<file path="src/rtl/mux2_arbiter.sv">
// Two-source round-robin arbiter feeding a one-word registered output stage.
// A grant lasts up to MAX_BURST transfers; backpressure stalls a grant but never ends it.
`timescale 1ns/1ps
module mux2_arbiter #(
    parameter int WIDTH     = 8,
    parameter int MAX_BURST = 4
) (
    input  logic             clk,
    input  logic             rst,
    input  logic             a_valid,
    input  logic [WIDTH-1:0] a_data,
    output logic             a_ready,
    input  logic             b_valid,
    input  logic [WIDTH-1:0] b_data,
    output logic             b_ready,
    output logic             y_valid,
    output logic [WIDTH-1:0] y_data,
    input  logic             y_ready,
    output logic             sel,
    output logic [3:0]       burst_cnt
);

    typedef enum logic [1:0] {IDLE, GRANT_A, GRANT_B} state_t;

    localparam logic [3:0] LAST_CNT = 4'(MAX_BURST - 1);

    state_t           r_state, w_state_nxt;
    logic             r_last_grant, w_last_nxt;   // 0 = A, 1 = B
    logic             r_y_valid;
    logic [WIDTH-1:0] r_y_data;
    logic [3:0]       r_burst_cnt;

    logic             w_load_ok, w_a_ready, w_b_ready, w_sel, w_xfer, w_gnt_valid;
    logic [WIDTH-1:0] w_mux;

    assign w_load_ok   = !r_y_valid || y_ready;
    assign w_a_ready   = (r_state == GRANT_A) && w_load_ok;
    assign w_b_ready   = (r_state == GRANT_B) && w_load_ok;
    assign w_sel       = (r_state == GRANT_B);
    assign w_xfer      = (a_valid && w_a_ready) || (b_valid && w_b_ready);
    assign w_mux       = w_sel ? b_data : a_data;
    assign w_gnt_valid = w_sel ? b_valid : a_valid;

    always_comb begin
        w_state_nxt = r_state;
        w_last_nxt  = r_last_grant;
        case (r_state)
            IDLE: begin
                // On a tie, the source that did not hold the previous grant wins.
                if (a_valid && (!b_valid || r_last_grant)) begin
                    w_state_nxt = GRANT_A;
                    w_last_nxt  = 1'b0;
                end else if (b_valid) begin
                    w_state_nxt = GRANT_B;
                    w_last_nxt  = 1'b1;
                end
            end
            GRANT_A, GRANT_B: begin
                if (!w_gnt_valid || (w_xfer && r_burst_cnt == LAST_CNT))
                    w_state_nxt = IDLE;
            end
            default: w_state_nxt = IDLE;
        endcase
    end

    always_ff @(posedge clk or posedge rst) begin
        if (rst) begin
            r_state      <= IDLE;
            r_last_grant <= 1'b1;
            r_burst_cnt  <= 4'd0;
            r_y_valid    <= 1'b0;
            r_y_data     <= '0;
        end else begin
            r_state      <= w_state_nxt;
            r_last_grant <= w_last_nxt;
            if (w_state_nxt == IDLE)
                r_burst_cnt <= 4'd0;
            else if (w_xfer)
                r_burst_cnt <= r_burst_cnt + 4'd1;
            // Output word is replaced on a transfer, drained when the sink takes it.
            if (w_xfer) begin
                r_y_valid <= 1'b1;
                r_y_data  <= w_mux;
            end else if (w_load_ok) begin
                r_y_valid <= 1'b0;
            end
        end
    end

    assign a_ready   = w_a_ready;
    assign b_ready   = w_b_ready;
    assign sel       = w_sel;
    assign y_valid   = r_y_valid;
    assign y_data    = r_y_data;
    assign burst_cnt = r_burst_cnt;

endmodule

</file>
<file path="config.mk">
export PLATFORM = sky130hd
export DESIGN_NAME = mux2_arbiter
export DESIGN_NICKNAME = d
export VERILOG_FILES = /design/src/rtl/mux2_arbiter.sv
export SDC_FILE = /design/constraint.sdc
export NUM_CORES = 1
export LEC_CHECK = 0
export CAP_MARGIN = 20
export CORE_AREA = 2 2 44 46
export DETAILED_ROUTE_END_ITERATION = 10
export DIE_AREA = 0 0 46 48
export DONT_BUFFER_PORTS = 1
export PLACE_DENSITY = 0.82
export SETUP_SLACK_MARGIN = 0.02
export SLEW_MARGIN = 10
export SYNTH_ARGS = -nofsm -noshare
export SYNTH_HDL_FRONTEND = slang
export SYNTH_SLANG_ARGS = --single-unit
export TNS_END_PERCENT = 50
</file>
<file path="constraint.sdc">
create_clock -name clk -period 1.9 [get_ports clk]
set_clock_uncertainty 0.05 [all_clocks]
set_input_delay 0.285 -clock clk [delete_from_list [all_inputs] [get_ports clk]]
set_output_delay 0.285 -clock clk [all_outputs]
set_load 0.03 [all_outputs]
</file>
# --- Word level (Yosys, flattened, before mapping) ---
# Cells that the tools add are included.
classes:
  add_sub_neg: 1
  n_eq_ne: 3
  mux: 12
  n_reduce_logical: 20
op_table:
  columns: ["operator", "count"]
  rows:
  - ["$mux 4", 2]
  - ["$mux 8", 1]
  - ["$logic_and 1x1->1", 6]
  - ["$mux 2", 3]
  - ["$reduce_bool 2->1", 3]
  - ["$mux 1", 5]
  - ["$add 4x1->4 const B", 1]
  - ["$eq 4x2->1 const B", 1]
  - ["$logic_not 2->1", 2]
  - ["$logic_or 1x1->1", 4]
  - ["$pmux 2 s2", 1]
  - ["$logic_not 1->1", 3]
  - ["$eq 2x1->1 const B", 1]
  - ["$eq 2x2->1 const B", 1]
  - ["$reduce_and 2->1", 1]
  - ["$reduce_or 2->1", 1]
totals:
  regBits: 16
  output_inout_bits: 16
  elab_cells: 41

# --- Depth between registers and ports, before layout ---
logic_depth:
  ltp_word: 11
  depth_mapped: 7
  depth_no_buf: 6

# --- Worst setup path after synthesis ---
# No wires, ideal clock.
synth_path:
  path_kind: "register to register"
  startpoint: "register r_state[0]"
  endpoint: "register r_state[0]"
  setup_ns: 0.120
  arrival_time_ns: 1.680
  t_required_ns: 1.730
  path_slack_ns: 0.050
  stages_incl_launch_ff: 8
  n_path_buf: 1
  synth_period_minus_slack_ns: 1.850
  cell_sequence: "dfrtp_1 -> inv_1 -> ha_1 -> buf_6 -> a22o_4 -> nand4_4 -> a32oi_1 -> nor2_1"
synth_between:
  elab_chain_len: 8
synth_lines:
  columns: ["element", "line_no", "rtl"]
  rows:
  - ["start: declaration", "27", "state_t r_state, w_state_nxt;"]
  - ["start signal: assignment", "74", "r_state <= w_state_nxt;"]
  - ["$eq 2x2->1 *", "39", "assign w_sel = (r_state == GRANT_B);"]
  - ["named net sel", "19", "output logic sel,"]
  - ["$logic_and 1x1->1", "38", "assign w_b_ready = (r_state == GRANT_B) && w_load_ok;"]
  - ["$logic_and 1x1->1", "40", "assign w_xfer = (a_valid && w_a_ready) || (b_valid && w_b_ready);"]
  - ["$logic_or 1x1->1", "40", null]
  - ["$logic_and 1x1->1", "59", "if (!w_gnt_valid || (w_xfer && r_burst_cnt == LAST_CNT))"]
  - ["$logic_or 1x1->1", "59", null]
  - ["$mux 2", "59", null]
  - ["$pmux 2 s2 *", "47", "case (r_state)"]
  - ["named net w_state_nxt[0]", "27", null]
# Mark *: on every way through the listed nets, which the timed path passes. The rest lies on a longest branch.
# A chain may end at the register's enable or synchronous reset.

# --- Worst setup path after layout ---
layout_path:
  startpoint: "register r_state[0]"
  endpoint: "output port b_ready"
layout_between:
  elab_chain_len: 2
layout_lines:
  columns: ["element", "line_no", "rtl"]
  rows:
  - ["$eq 2x2->1", "38", null]
  - ["$logic_and 1x1->1", "38", null]
  - ["end: declaration", "15", "output logic b_ready,"]
# No other way between the ends.

==> out/summary.md <==
The internal portion of the total power is 924.1 µW. When the netlist entered floorplanning its net count stood at 115. For the worst IR drop on VDD, the log shows 1158 µV.

The logs give 1 for the deepest level of the CTS H-tree and 31 for the number of distinct library cell variants in the gate-level netlist after synthesis. The startpoint identified for the worst register-to-register timing path is r_state[0]. The path class of the tightest hold or removal check is primary input to register. Traced cell by cell, the critical path runs through inv_1 > ha_2 > buf_4 > and2_4.

The tools report the iteration count of the initial detailed-routing pass as 4. Across all hold checks on the routed design, the worst slack comes to 98.57 ps. Global routing used 20.09% of the available tracks across all layers. The flip-flop and latch count after synthesis was 16. At the pin with the least slew margin, the transition time is 599.5 ps. The count of buffers added on input and output ports is 0. The total die area was 0.002208 mm². The final critical-path share of the clock period was 96.63%; the fraction of layout instances using a drive strength above 1 was 20.62%. Die height: 48 µm. The flow ran to the end, and the final reports show no timing, DRC or antenna violations.

Dividing the detail-routed via count by the number of cells gives 6.114. The x dimension of the die was 46 µm. For hold timing, the worst endpoint is r_last_grant.

The logs give 699 for the via count of the first global-routing pass and 12.6% for the clock share of power. For this run, design rule violations remaining after detail routing come to 0. On the worst path, the slowest cell contributes a delay of 450 ps.

The average wire per standard cell is 16.78 µm, and the number of post-CTS setup repair buffers is 0. The final estimated routing congestion in global placement was 0.8004; the global route total overflow was 0. The library cells used most frequently in the layout, excluding fill and tap cells, are nor2_1 (15), dfrtp_1 (15), a21oi_1 (11), mux2i_1 (9), buf_4 (5).

The logs give 17 for the number of DRC markers after the initial detailed-route iteration and 0 for the number of violations of the max-capacitance limit. Combinational logic is responsible for 44.7% of the overall power. CTS saw 16 sinks. The type of origin of the critical path is a register.

Sequential cells were found to cover 41.91% of the synthesized design area. The count of antenna-violating nets left after detailed routing came out at 0. The cell taking the most area after synthesis was dfrtp_1.

The max-slew headroom at the worst pin came out at 59.99%. The most used flip-flop cell after synthesis is dfrtp_1. TritonCTS built the clock tree. The wire-length estimate of the detail-placed layout is 1.455 mm. After detailed placement, the total cell area comes to 989.7 µm². The final route contains 697 vias.

The setup violation total in the final timing report came out at 0. The number of antenna violations at the first check in global routing is 0. At the later pin of the worst-skew pair, clock insertion delay measures 280 ps. The slowest stage of the critical path belongs to the cell dfrtp_1. The critical path is of the register to output pin type. Each instance of the synthesized netlist takes up on average 10.77 µm². The pin count of the biggest net entering global routing was 19. At the worst endpoint, the arrival time is 1500 ps.

Setup repair after global routing could not meet its margin everywhere. The area of the core region is 0.001689 mm², and the total power divided by cell area is 1691 mW/mm². The initialized floorplan defines 15 standard-cell rows. The largest fanout of any net on the critical path came out at 5. Measured in cells, the most critical reg-to-reg path has a length of 7.

For this run, asynchronously set or reset flops after synthesis account for 100.0%. The tools report the top-level port count as 37. The effective utilization at floorplan came out at 56.74%. Area growth from synthesis to layout: 9.661%. The worst hold path was traced through 2 stages.

The run gives 544.7 MHz as the maximum achievable frequency. The total non-filler cell area in the finished layout came out at 0.001051 mm². Ranked by total cell area, the synthesized netlist is headed by dfrtp_1 (39%), mux2i_1 (9.4%), ha_1 (6.5%).

Clock tree synthesis selected as its root buffer the cell clkbuf_4. The number of enable-type register cells in the synthesized netlist works out to 0. The clock passes through at most 2 buffers.

Clock tree synthesis inserted a total of 3 buffers. The net switching power of the design is 852.7 µW, and the setup slack on the worst flop-to-flop path is 140 ps. The tools report the kind of end point of the critical path as an output pin.

The critical path data required time was 1560 ps; the count of endpoints failing hold in the final timing report was 0. Counting every instance in the synthesized netlist gives 89. The Yosys step of the flow raised 0 warnings. The number of antenna diodes in the final layout is 0.

The post-CTS clock slew at the launch and capture registers of the worst setup and hold paths works out to 100 ps. The destination of the worst register-to-register timing path was r_state[0]. After the last flow step, the layout net total stands at 124. For this design the static power due to leakage is 0.0004558 µW. The routed wire length was 1.913 mm. The shortest period the worst path allows is 1836 ps, and the count of final max-slew check failures is 0. In this run the biggest area consumer among cell types represents 39.16% of the synthesized area. Summed over all failing endpoints, the final setup total negative slack is 0 ps. Registers are responsible for 42.8% of the overall power. The startpoint of the lowest-slack hold path is b_valid. The first global-routing pass estimated 3.146 mm of wire. The mapped netlist covers 958.4 µm². The fraction of power spent switching nets was 47.99%.
per-layer routing:
layer,wire length (µm),share of wire (%),track usage (%)
met5,0,0,0
met4,10,0.52,8.571
met3,169,8.8,4.528
met2,923,48,35.28
met1,809,42,23.58
worst max path at each step:
stage,from,to,slack [ps],cells past startpoint
after floorplan,r_state[0],r_state[0],50,7
after global placement,r_state[0],burst_cnt[0],230,7
after detailed placement,r_state[0],burst_cnt[0],120,7
after CTS,r_state[0],b_ready,30,4
after global routing,r_state[0],b_ready,4,4
final,r_state[0],b_ready,60,4
final cells by class:
class	instances	area [µm²]
well taps	17	21.27
repair buffers	7	57.56
flip-flops and latches	16	401.6
fillers	142	638.1
inverters	3	11.26
multi-input cells	67	523.0
clock buffers	4	36.28
synthesized netlist by cell type, types with 2 or more instances:
cell type,count
a21oi_1,11
a32oi_1,2
buf_6,2
dfrtp_1,15
ha_1,5
inv_1,3
mux2i_1,9
nand2_1,2
nand3_1,2
nor2_1,15
o21ai_0,2
xnor2_1,2
state kept, by name (all words and copies together) (netlist names):
| signal | flops |
|---|---|
| y_data | 8 |
| burst_cnt | 4 |
| r_state | 2 |
| r_last_grant | 1 |
| y_valid | 1 |
repair_timing:
action / 4_1_cts / 5_1_grt
endpoints found under the setup margin: 1 / 2
cloned: 0 / 0
hold buffers: 2 / 0
endpoints found under the hold margin: 16 / 0
resized for setup: 1 / 2
through the flow:
stage / total power, µW / setup slack, ps / util [%] / cells
floorplan: 1398 / 49.92 / - / 89
global placement: 1507 / 232.7 / 58.59 / 108
detailed placement: 1547 / 121.0 / 58.59 / 108
CTS: 1782 / 29.95 / 62.07 / 114
global route: 1899 / 4.418 / 62.22 / 114
finish: 1777 / 64.03 / 62.22 / 114
logic make-up (layout without fill, tap and decap cells):
logic type	Yosys count	in the layout	synth area share [%]
fa+ha+maj	5	5	6.527
flops	16	16	41.91
buf+inv	6	14	4.046
xor+xnor	3	3	2.742
simple gates	30	30	18.93
mux	9	9	9.400
compound gates	20	20	16.45
critical path: cells and delay by family, from the launching register on:
family                   cells  cell delay, ps
flip-flops                   1             450
AND/OR/NAND/NOR              1             190
buffers and inverters        2             310
adder cells (fa/ha/maj)      1             260
power by group through the flow:
stage               Combinational, µW  Clock [µW]  Sequential, µW
floorplan                         633           0             766
global placement                  747           0             760
detailed placement                782           0             765
CTS                               791         230             761
global route                      876         242             780
finish                            793         224             760
No activity file was read; power rests on OpenSTA's default activity.
